--- src/rtl/wshb_if.sv ---
// Wishbone classic bus bundle shared between a master and a slave.
// Clock and reset travel with the bus so a single port carries everything.
interface wshb_if (
   input logic clk,
   input logic rst
);
   logic        cyc;
   logic        stb;
   logic        we;
   logic [3:0]  sel;
   logic [31:0] adr;
   logic [31:0] dat_ms;
   logic [31:0] dat_sm;
   logic        ack;

   modport master (
      input  clk, rst, ack, dat_sm,
      output cyc, stb, we, sel, adr, dat_ms
   );

   modport slave (
      input  clk, rst, cyc, stb, we, sel, adr, dat_ms,
      output ack, dat_sm
   );
endinterface

--- src/rtl/wb_seq_reader.sv ---
// Wishbone master that reads a block of consecutive 32-bit words and streams
// them out in address order through a first-word-fall-through FIFO.
//
// state  | meaning
// S_IDLE | waiting for start
// S_READ | issuing single reads until the word count reaches zero
// S_DONE | one-cycle completion pulse, then back to idle
module wb_seq_reader #(
   parameter int FIFO_DEPTH = 16,
   parameter int LEN_W      = 16
) (
   wshb_if.master            wb_m,
   input  logic              start,
   input  logic [31:0]       base_adr,
   input  logic [LEN_W-1:0]  nwords,
   output logic              busy,
   output logic              done,
   output logic [31:0]       out_dat,
   output logic              out_valid,
   input  logic              out_ready
);
   localparam int AW = $clog2(FIFO_DEPTH);
   localparam int CW = AW + 1;
   localparam logic [CW-1:0] DEPTH_C = CW'(FIFO_DEPTH);

   typedef enum logic [1:0] {S_IDLE, S_READ, S_DONE} state_t;

   state_t             state_q;
   logic               stb_q;
   logic               busy_q;
   logic               done_q;
   logic [31:0]        adr_q;
   logic [LEN_W-1:0]   rem_q;
   logic [LEN_W-1:0]   rem_d;
   logic [AW-1:0]      wr_ptr_q;
   logic [AW-1:0]      rd_ptr_q;
   logic [CW-1:0]      count_q;
   logic [CW-1:0]      count_d;
   logic [31:0]        mem_q [FIFO_DEPTH];
   logic               xfer;
   logic               pop;
   logic               room_d;

   assign xfer      = stb_q & wb_m.ack;
   assign out_valid = (count_q != '0);
   assign pop       = out_valid & out_ready;
   assign count_d   = count_q + CW'(xfer) - CW'(pop);
   assign rem_d     = rem_q - LEN_W'(xfer);
   // Room is judged on next cycle's occupancy, so a same-cycle pop frees a slot.
   assign room_d    = (count_d < DEPTH_C);

   assign wb_m.cyc    = stb_q;
   assign wb_m.stb    = stb_q;
   assign wb_m.we     = 1'b0;
   assign wb_m.sel    = 4'hF;
   assign wb_m.dat_ms = 32'h0;
   assign wb_m.adr    = adr_q;
   assign busy        = busy_q;
   assign done        = done_q;
   assign out_dat     = mem_q[rd_ptr_q];

   always_ff @(posedge wb_m.clk or posedge wb_m.rst) begin
      if (wb_m.rst) begin
         state_q <= S_IDLE;
         stb_q   <= 1'b0;
         busy_q  <= 1'b0;
         done_q  <= 1'b0;
         adr_q   <= 32'h0;
         rem_q   <= '0;
      end else begin
         case (state_q)
            S_IDLE: begin
               done_q <= 1'b0;
               if (start) begin
                  busy_q <= 1'b1;
                  if (nwords != '0) begin
                     state_q <= S_READ;
                     adr_q   <= {base_adr[31:2], 2'b00};
                     rem_q   <= nwords;
                     stb_q   <= room_d;
                  end else begin
                     state_q <= S_DONE;
                     done_q  <= 1'b1;
                  end
               end
            end
            S_READ: begin
               if (xfer) begin
                  adr_q <= adr_q + 32'd4;
                  rem_q <= rem_d;
                  if (rem_d == '0) begin
                     state_q <= S_DONE;
                     done_q  <= 1'b1;
                     stb_q   <= 1'b0;
                  end else begin
                     stb_q <= room_d;
                  end
               end else if (!stb_q) begin
                  stb_q <= room_d;
               end
            end
            S_DONE: begin
               state_q <= S_IDLE;
               done_q  <= 1'b0;
               busy_q  <= 1'b0;
            end
            default: begin
               state_q <= S_IDLE;
               stb_q   <= 1'b0;
               busy_q  <= 1'b0;
               done_q  <= 1'b0;
            end
         endcase
      end
   end

   always_ff @(posedge wb_m.clk or posedge wb_m.rst) begin
      if (wb_m.rst) begin
         wr_ptr_q <= '0;
         rd_ptr_q <= '0;
         count_q  <= '0;
      end else begin
         if (xfer) wr_ptr_q <= wr_ptr_q + AW'(1);
         if (pop)  rd_ptr_q <= rd_ptr_q + AW'(1);
         count_q <= count_d;
      end
   end

   always_ff @(posedge wb_m.clk) begin
      if (xfer) mem_q[wr_ptr_q] <= wb_m.dat_sm;
   end
endmodule

--- src/flat_wrapper.sv ---
// flat-port wrapper written by rule: the top's interface ports become plain ports
module wb_seq_reader_flat 
#(
   parameter int FIFO_DEPTH = 16,
   parameter int LEN_W      = 16
)
  (start, base_adr, nwords, busy, done, out_dat, out_valid, out_ready, clk, rst, wb_m_ack, wb_m_dat_sm, wb_m_cyc, wb_m_stb, wb_m_we, wb_m_sel, wb_m_adr, wb_m_dat_ms);
  wshb_if wb_m_i (.clk(clk), .rst(rst));
  input  logic start;
  input  logic [31:0] base_adr;
  input  logic [LEN_W-1:0] nwords;
  output logic busy;
  output logic done;
  output logic [31:0] out_dat;
  output logic out_valid;
  input  logic out_ready;
  input wire logic clk;
  input wire logic rst;
  input wire logic [$bits(wb_m_i.ack)-1:0] wb_m_ack;
  input wire logic [$bits(wb_m_i.dat_sm)-1:0] wb_m_dat_sm;
  output wire logic [$bits(wb_m_i.cyc)-1:0] wb_m_cyc;
  output wire logic [$bits(wb_m_i.stb)-1:0] wb_m_stb;
  output wire logic [$bits(wb_m_i.we)-1:0] wb_m_we;
  output wire logic [$bits(wb_m_i.sel)-1:0] wb_m_sel;
  output wire logic [$bits(wb_m_i.adr)-1:0] wb_m_adr;
  output wire logic [$bits(wb_m_i.dat_ms)-1:0] wb_m_dat_ms;
  assign wb_m_i.ack = wb_m_ack;
  assign wb_m_i.dat_sm = wb_m_dat_sm;
  assign wb_m_cyc = wb_m_i.cyc;
  assign wb_m_stb = wb_m_i.stb;
  assign wb_m_we = wb_m_i.we;
  assign wb_m_sel = wb_m_i.sel;
  assign wb_m_adr = wb_m_i.adr;
  assign wb_m_dat_ms = wb_m_i.dat_ms;
  wb_seq_reader #(.FIFO_DEPTH(FIFO_DEPTH), .LEN_W(LEN_W)) u_core (.wb_m(wb_m_i), .start(start), .base_adr(base_adr), .nwords(nwords), .busy(busy), .done(done), .out_dat(out_dat), .out_valid(out_valid), .out_ready(out_ready));
endmodule
--- config.mk ---
export PLATFORM = sky130hd
export DESIGN_NAME = wb_seq_reader_flat
export DESIGN_NICKNAME = d
export VERILOG_FILES = /design/src/rtl/wshb_if.sv /design/src/rtl/wb_seq_reader.sv /design/src/flat_wrapper.sv
export SDC_FILE = /design/constraint.sdc
export NUM_CORES = 1
export LEC_CHECK = 0
export BUFFER_PORTS_ARGS = -buffer_cell sky130_fd_sc_hd__buf_2
export CAP_MARGIN = 25
export CORE_MARGIN = 4
export CORE_UTILIZATION = 46
export CTS_CLUSTER_DIAMETER = 120
export CTS_CLUSTER_SIZE = 30
export DETAILED_ROUTE_END_ITERATION = 12
export SLEW_MARGIN = 40
export SYNTH_ARGS = -nofsm -noshare
export SYNTH_HDL_FRONTEND = slang
export SYNTH_SLANG_ARGS = --single-unit
--- constraint.sdc ---
create_clock -name clk -period 4.1 [get_ports clk]
set_input_delay 0.41 -clock clk [delete_from_list [all_inputs] [get_ports clk]]
set_output_delay 0.41 -clock clk [all_outputs]
set_load 0.02 [all_outputs]
Yosys cells after proc, flatten, opt, wreduce, memory -nomap -nowiden
Memory sizes are Yosys's and may differ from the RTL's.
Cells that the tools add are included.

cells by class
  add/sub/neg operators = 6
  bitwise logic cells = 4
  equal/unequal tests = 6
  $lt $le $gt $ge = 1
  reductions and logical operators = 10
  multiplexer cells = 28

operator list
  cell                   number
  $mux 32                3
  $pmux 32 s2            1
  $mux 16                3
  $add 32x3->32 const B  1
  $pmux 16 s2            1
  $logic_not 16->1       1
  $reduce_bool 16->1     1
  $sub 16x1->16          1
  $mux 1                 12
  $add 4x1->4 const B    2
  $mux 2                 4
  $ne 2x1->1 const B     3
  $reduce_and 3->1       2
  $add 5x1->5            1
  $lt 5x5->1 const B     1
  $reduce_bool 5->1      1
  $sub 5x1->5            1
  $pmux 1 s2             2
  $pmux 2 s2             1
  $reduce_and 2->1       2
  $reduce_and 4->1       1
  $pmux 1 s3             1
  $and 1x1->1            2
  $eq 2x1->1 const B     1
  5 further kinds        6

word-level totals
  word-level logic and storage cells = 65
  bits in writable memories = 512
  output and inout port bits = 106
  bits of input ports = 85
  register bits = 66
  memories kept = 1

memories
  name          words  width  rd ports  clocked after Yosys merged registers in  wr ports  RTL line             source
  u_core.mem_q  16     32     1         0                                        1         wb_seq_reader.sv:39  logic [31:0] mem_q [FIFO_DEPTH];

Depth between registers and ports, before layout
Gate-level depths: netlist of run 1.

  depth in word-level cells = 7
  gate-level depth with buffers = 14
  depth with buffers taken out = 13

Worst setup path before layout of run 1
No wires, ideal clock.

  kind = reg2reg
  start point = register u_core.stb_q, in the netlist u_core.wb_m.cyc
  end point = memory u_core.mem_q[0][0] (enable)
  library setup time = 0.461 ns
  data arrival time = 3.410 ns
  stages on the path, launching flop included = 6
  required time = 3.639 ns
  period minus slack after synthesis = 3.871 ns
  path buffers = 1
  setup slack = 0.229 ns
  cell sequence = dfrtp_1 > nand2_1 > inv_1 > clkbuf_1 > nand2_1 > nor3_1

on the way
  cells in the longest elaborated chain, start to end = 3

ends and longest elaborated chain
  item                          RTL line              source
  from (decl)                   wb_seq_reader.sv:29   logic stb_q;
  from (signal assigned)        wb_seq_reader.sv:80   stb_q <= room_d;
  from (signal assigned)        wb_seq_reader.sv:96   stb_q <= room_d;
  from (signal assigned)        wb_seq_reader.sv:99   stb_q <= room_d;
  $and 1x1->1                   wb_seq_reader.sv:44   assign xfer = stb_q & wb_m.ack;
  named net u_core.xfer         wb_seq_reader.sv:40   logic xfer;
  $mux 1                        wb_seq_reader.sv:130  if (xfer) mem_q[wr_ptr_q] <= wb_m.dat_sm;
  $mux 1 (not written as such)  wb_seq_reader.sv:130
  to (decl)                     wb_seq_reader.sv:39

The timed path passes the listed nets, and every way through them passes these cells.

Final worst setup path of run 1
  start point = register u_core.rd_ptr_q[0]
  end point = output out_dat[7]

on the way
  cells in the longest elaborated chain, start to end = 1

ends and longest elaborated chain
  item                    RTL line              source
  from (decl)             wb_seq_reader.sv:36   logic [AW-1:0] rd_ptr_q;
  from (signal assigned)  wb_seq_reader.sv:124  if (pop) rd_ptr_q <= rd_ptr_q + AW'(1);
  $mem_v2 16x32           --
  to (decl)               flat_wrapper.sv:14    output logic [31:0] out_dat;

No other way between the ends.

==> out/metrics.cfg, run 1 <==
[outcome]
outcome = finished, final reports clean

[floorplan]
dieArea_um2 = 55500
core-area_um2 = 51300
ios = 191
dieWidth_um = 236
initial_core_util_pct = 46.4
die_height_um = 236
rows = 83

[cts]
htreeDepth = 1
cts_tree = done
clock_latency_ns = 0.60
cts_made_buffers = 23
postCtsSetupBuffers = 0
cts_root_buffer = clkbuf_16
clkTransAtPathRegs_ns = 0.12
cts_resized = 0
clockBufferDepth = 3
cts_sinks = 576

[timing]
fin_crit_sh_pct = 79.9
holdWs_ns = 0.0600
hold_violations = 0
report.final.slew_viol_count = 0
finalSetupViolCount = 0
worst_pin_slew_ns = 0.840
finClkSkew_ns = 0.0213
max_freq_ghz = 0.305
min_period_ns = 3.28
slew_headroom_pct = 43.9
tns_ns = 0
rsz0062_at_grt = false
fin_ws_ns = 0.823

[critical_path]
rrSetupSlack_ns = 0.99
cp.required_ns = 3.69
cp_cell_sequence = buf_12, mux4_2, mux4_2, buf_2
path_max_fanout = 48
critPathMaxStageDelay_ns = 0.57
worst_path_max_delay_cell = dfrtp_4
crit_path_start_kind = flop
reg2reg_depth = 13
critPathLaunch = u_core.rd_ptr_q[0]$_DFFE_PP0P_
endpoint = out_dat[7]
r2r-end = u_core.wb_m.cyc$_DFFE_PP0P_
critical_path.endpoint_type = output pin
path_class = flop to output pin
critPathArrivalTime_ns = 2.87
worst_r2r_startpoint = u_core.count_q[3]$_DFF_PP0_
crit_path_frequent_cell = mux4_2

[global_routing]
grt_max_degree = 59
antenna_found_initial = 4
overflow = 0
track_usage_pct = 18.9
grt_pass1_wl_um = 80400
grt_pass1_vias = 12400

[place]
io_buffer_count = 149
dpl_worst_slack_ns = 1.02
placement.cell_area_um2 = 25400
place_congestion = 0.826
dp_hpwl_um = 30700

[logic_synthesis]
synth_top_area_share_pct = 64.6
yosys_warnings = 0
synth_edf_count = 512
synth_area_per_cell_um2 = 18.7
synth_async_sr_flop_share_pct = 11.1
synth_cell_types = 68
ys_top_cells_by_area = edfxtp_1 (65%), mux4_2 (15%), dfrtp_1 (6.7%)
yosys_most_used_dff = edfxtp_1
syn_area_um2 = 23800
synthTopCellsByCount = edfxtp_1 (512), mux4_2 (160), dfrtp_1 (64), a21oi_1 (53), nor2_1 (47)
synth_cells = 1273
synthMostInstantiatedCell = edfxtp_1
yosysSeqAreaShare_pct = 71.3
synth.ff_latch_count = 576
synth_area_leader_cell = edfxtp_1

[route]
wl_per_cell_um = 25.4
via_per_inst = 5.87
drt_iter0_drc = 882
routed_wl_um = 53300
vias = 12300
drc = 0
ant_nets = 0
drtPass1Iterations = 5

[layout]
fin_nets = 1511
final_core_util_pct = 50.9
drive_gt1_share_pct = 28.8
fillers = 4155
stdcell_area_um2 = 26100
syn_to_final_growth_pct = 9.70

[power]
powerDensity_nw_per_um2 = 612
leakagePower_uw = 0.00862
vdd_drop_max_mv = 0.386

[min_path]
hp-class = primary input to flop

[flow_run]
cap_violations = 0

## through the flow
step / total power [µW] / std cells
2_1_floorplan: 11600 / 1310
3_3_place_gp: 13300 / 2065
3_5_place_dp: 13400 / 2065
4_1_cts: 16200 / 2097
5_1_grt: 16800 / 2097
6_report: 16000 / 2100
## layout by cell type (no fill, tap or decap), drive strengths merged, types with 6 or more instances in the layout
| master | n |
|---|---|
| edfxtp | 512 |
| buf | 186 |
| mux4 | 160 |
| dfrtp | 64 |
| a21oi | 54 |
| nor2 | 47 |
| nand2 | 44 |
| conb | 39 |
| o21ai | 37 |
| clkbuf | 27 |
| inv | 23 |
| nor3 | 20 |
| nand3 | 18 |
| nor4 | 15 |
| ha | 14 |
| nand4 | 12 |
| nand2b | 11 |
| mux2i | 10 |
| a31oi | 10 |
| a22oi | 9 |
| and3 | 8 |
| o31ai | 7 |
| o22ai | 7 |
| xnor2 | 7 |
| and4 | 6 |
| a211oi | 6 |
## critical path, delay by kind of cell, from the launching register on
kind	cells	cell delay, ns
buf+inv	2	0.57
flops	1	0.57
mux	2	1.09
## cell families after synthesis
group                    share of synthesized area, %
flip-flops                                       71.3
other                                          0.0315
buffers and inverters                            2.90
AO/OA/AOI/OAI                                    4.25
AND/OR/NAND/NOR                                  4.71
multiplexers                                     15.6
XOR/XNOR                                        0.405
adder cells (fa/ha/maj)                         0.820
## worst min path at each step
stage	start	endpoint	cells past startpoint
after global placement	u_core.busy$_DFFE_PP0P_	u_core.busy$_DFFE_PP0P_	2
after floorplan	u_core.state_q[1]$_DFFE_PP0P_	u_core.busy$_DFFE_PP0P_	1
after CTS	base_adr[3]	u_core.wb_m.adr[3]$_DFFE_PP0P_	3
after detailed placement	rst	u_core.count_q[3]$_DFF_PP0_	2
final	base_adr[12]	u_core.wb_m.adr[12]$_DFFE_PP0P_	3
after global routing	base_adr[3]	u_core.wb_m.adr[3]$_DFFE_PP0P_	3
## routing by layer
metal / global-route usage [%] / share of wire (%) / vias up / wire, µm
li1: - / - / 5359 / -
met1: 27.7 / 44 / 6611 / 23400
met2: 31.5 / 50 / 311 / 26700
met3: 2.23 / 4.7 / 40 / 2500
met4: 3.31 / 1.4 / 2 / 725
met5: 0 / 0.024 / - / 13
## final cells by class
type	count	area, µm²	share of cell area [%]
flip-flops and latches	576	17000	65.0
multi-input cells	602	6410	24.5
repair buffers	187	1120	4.29
well taps	680	851	3.26
clock buffers	27	591	2.26
inverters	21	81.3	0.311
clock inverters	4	75.1	0.287
diodes	3	7.51	0.0287
## report_power, final
group / switching (µW) / total (µW) / leakage, µW / internal, µW
Clock: 1720 / 2840 / 0.000324 / 1120
Combinational: 2990 / 5540 / 0.00293 / 2550
Sequential: 628 / 7600 / 0.00537 / 6970
## registers in the layout, summed over array words and instances, names as in the netlist
register	flops
u_core.wb_m.adr	30
u_core.done	1
u_core.state_q	2
u_core.rd_ptr_q	4
u_core.wr_ptr_q	4
u_core.mem_q	512
u_core.busy	1
u_core.count_q	5
u_core.wb_m.cyc	1
u_core.rem_q	16
## timing repair
item	in CTS	in global routing
endpoints found under the hold margin	37	0
setup endpoints to repair	0	0
hold buffers	1	0
Note: power is estimated with default switching activity, not from simulation.
==> run 2, diff against run 1 <==
Settings changed: PLACE_DENSITY set to 0.66.
Clock period 4.1 ns to 2.94 ns, I/O delays scaled along.
==> run 2 against run 1 <==
The flow now finishes with violations (negative setup slack); clock power grew 39%; combinational power grew 73%; sequential cell count is the same; total power grew 50%; global-route usage grew 0.20 points; sequential share of layout area shrank 2.8 points; via count grew 3.0%; utilization grew 2.2 points; non-clock buffer count grew 54; critical endpoint is now out_dat[4]; largest cell class unchanged.
==> out/metrics.cfg, run 2 (synthesized netlist as in run 1, its figures left out) <==
[layout]
regMostFlops = u_core.mem_q
layout_commonest_cell = edfxtp_1
stdcell_area_um2 = 27300
largest_register_ffs = 512
drive_gt1_share_pct = 30.3
syn_to_final_growth_pct = 14.5
fin_nets = 1565
final_cell_mix = edfxtp_1 (512), mux4_2 (160), buf_2 (120)

[critical_path]
reg2reg_depth = 13
r2r-end = u_core.wb_m.cyc$_DFFE_PP0P_
critical_path.endpoint_type = output pin
critPathMaxStageDelay_ns = 0.51
crit_path_start_kind = flop
critPathArrivalTime_ns = 2.68
worst_r2r_startpoint = u_core.count_q[2]$_DFF_PP0_
cp.required_ns = 2.65
path_class = flop to output pin
cp_cell_sequence = buf_8, buf_12, buf_16, mux4_2, mux4_2, buf_6
crit_path_frequent_cell = mux4_2
worst_path_max_delay_cell = mux4_2
path_max_fanout = 7
rrSetupSlack_ns = 0.05

[min_path]
worstHoldStart = base_adr[30]
min_to = u_core.wb_m.adr[30]$_DFFE_PP0P_
hp-class = primary input to flop
min_path_cells = 3

[cts]
clkTransAtPathRegs_ns = 0.12
htreeDepth = 1
cts_tree = done
cts_made_buffers = 23
cts_root_buffer = clkbuf_16
clockBufferDepth = 3
clock_latency_ns = 0.59
cts_sinks = 576

[power]
switching_share_pct = 32.9
switching_power_uw = 7890
vdd_drop_max_mv = 0.544
pwr-share-seq_pct = 43.6
leakagePower_uw = 0.00911
combinationalPowerShare_pct = 39.9
p_int_uw = 16100
power.share.clock_pct = 16.4
powerDensity_nw_per_um2 = 880

[route]
ant_nets = 0
drtPass1Iterations = 5
via_per_inst = 5.87
vias = 12700
routed_wl_um = 54500
wl_per_cell_um = 25.2
drc = 0
drt_iter0_drc = 1286

[place]
dpl_worst_slack_ns = 0.00463
placement.cell_area_um2 = 25700
dp_hpwl_um = 30400
place_congestion = 0.840
io_buffer_count = 149

[timing]
holdWs_ns = 0.0352
fin_crit_sh_pct = 101
max_freq_ghz = 0.336
worst_pin_slew_ns = 0.735
slew_headroom_pct = 50.6
report.final.slew_viol_count = 0
rsz0062_at_grt = true
finClkSkew_ns = 0.0239
min_period_ns = 2.97
hold_violations = 0
finalSetupViolCount = 13
fin_ws_ns = -0.0333

[floorplan]
dieArea_um2 = 55500
core-area_um2 = 51300
rows = 83
die_height_um = 236
ios = 191
initial_core_util_pct = 46.4
dieWidth_um = 236

[outcome]
violations = negative setup slack
outcome = complete, but fails checks

[global_routing]
grt_max_degree = 59
overflow = 0
track_usage_pct = 19.1
grt_pass1_wl_um = 81300
grt_pass1_vias = 12700
antenna_found_initial = 4

[flow_run]
cap_violations = 0

==> run 2: cell types whose count changed in the layout (fill, tap and decap cells not counted), moves of 2 or more <==
cell | previous run | this run
nor3_4 | 0 | 4
buf_6 | 0 | 30
nor3_2 | 6 | 2
buf_8 | 0 | 2
inv_2 | 0 | 2
buf_4 | 30 | 35
buf_16 | 0 | 11
dfrtp_2 | 0 | 2
buf_12 | 7 | 19
buf_2 | 149 | 120
dlygate4sd3_1 | 1 | 20
dfrtp_4 | 4 | 2
clkbuf_16 | 23 | 27
clkbuf_1 | 4 | 16
==> run 2: power groups by stage <==
stage                     Combinational (µW)  Sequential, µW  Clock (µW)
after floorplan                         5670           10500           0
after global placement                  8030           10600           0
after detailed placement                8080           10700           0
after CTS                               9330           10500        4040
after global routing                   10200           10600        4370
final                                   9590           10500        3950
==> run 2: layout make-up <==
cell class                 instances  area (µm²)
fill                            4030       24000
sequential                       576       17000
multi-input combinational        602        6450
timing repair buffer             241        2210
tap                              680         851
clock buffer                      39         636
inverter                          21        78.8
clock inverter                     3        55.1
antenna                            2        5.00
==> run 2: worst max-delay path: cells and delay by family (launching register included) <==
kind	cells	cell delay, ns
flops	1	0.48
mux	2	1.00
buf+inv	4	0.59
==> run 2: worst max-delay path by stage <==
stage / from / slack, ns / endpoint
floorplan: u_core.wb_m.cyc$_DFFE_PP0P_ / -0.08 / u_core.mem_q[12][0]$_DFFE_PP_
global placement: u_core.count_q[3]$_DFF_PP0_ / 0.03 / u_core.wb_m.cyc$_DFFE_PP0P_
detailed placement: u_core.count_q[2]$_DFF_PP0_ / 0.005 / u_core.wb_m.cyc$_DFFE_PP0P_
CTS: u_core.rd_ptr_q[0]$_DFFE_PP0P_ / -0.09 / out_dat[30]
global route: u_core.count_q[3]$_DFF_PP0_ / -0.11 / u_core.wb_m.cyc$_DFFE_PP0P_
finish: u_core.rd_ptr_q[0]$_DFFE_PP0P_ / -0.03 / out_dat[4]
==> run 2: what timing repair did <==
action                                  CTS  global route
buffers inserted                          9             2
gates cloned                              9             5
endpoints found under the hold margin    36             0
hold buffers                             20             0
resized for setup                        57            30
endpoints found under the setup margin   30            31
==> run 2: stage by stage <==
step | setup TNS, ns | utilization (%) | total power [µW] | cells
final | -0.208 | 53.2 | 24000 | 2164
after CTS | -0.868 | 52.8 | 23800 | 2157
after floorplan | -18.97 | - | 16200 | 1310
after global placement | 0 | 50.0 | 18700 | 2077
after global routing | -1.92 | 53.2 | 25200 | 2162
after detailed placement | 0 | 50.0 | 18800 | 2077
==> run 2: metal layers <==
layer / share of wire, % / vias up / wire [µm] / global-route usage (%)
li1: - / 5491 / - / -
met1: 41 / 6706 / 22500 / 26.9
met2: 51 / 433 / 27900 / 32.8
met3: 5.9 / 54 / 3240 / 2.81
met4: 1.5 / 8 / 792 / 2.85
met5: 0.099 / - / 54 / 0
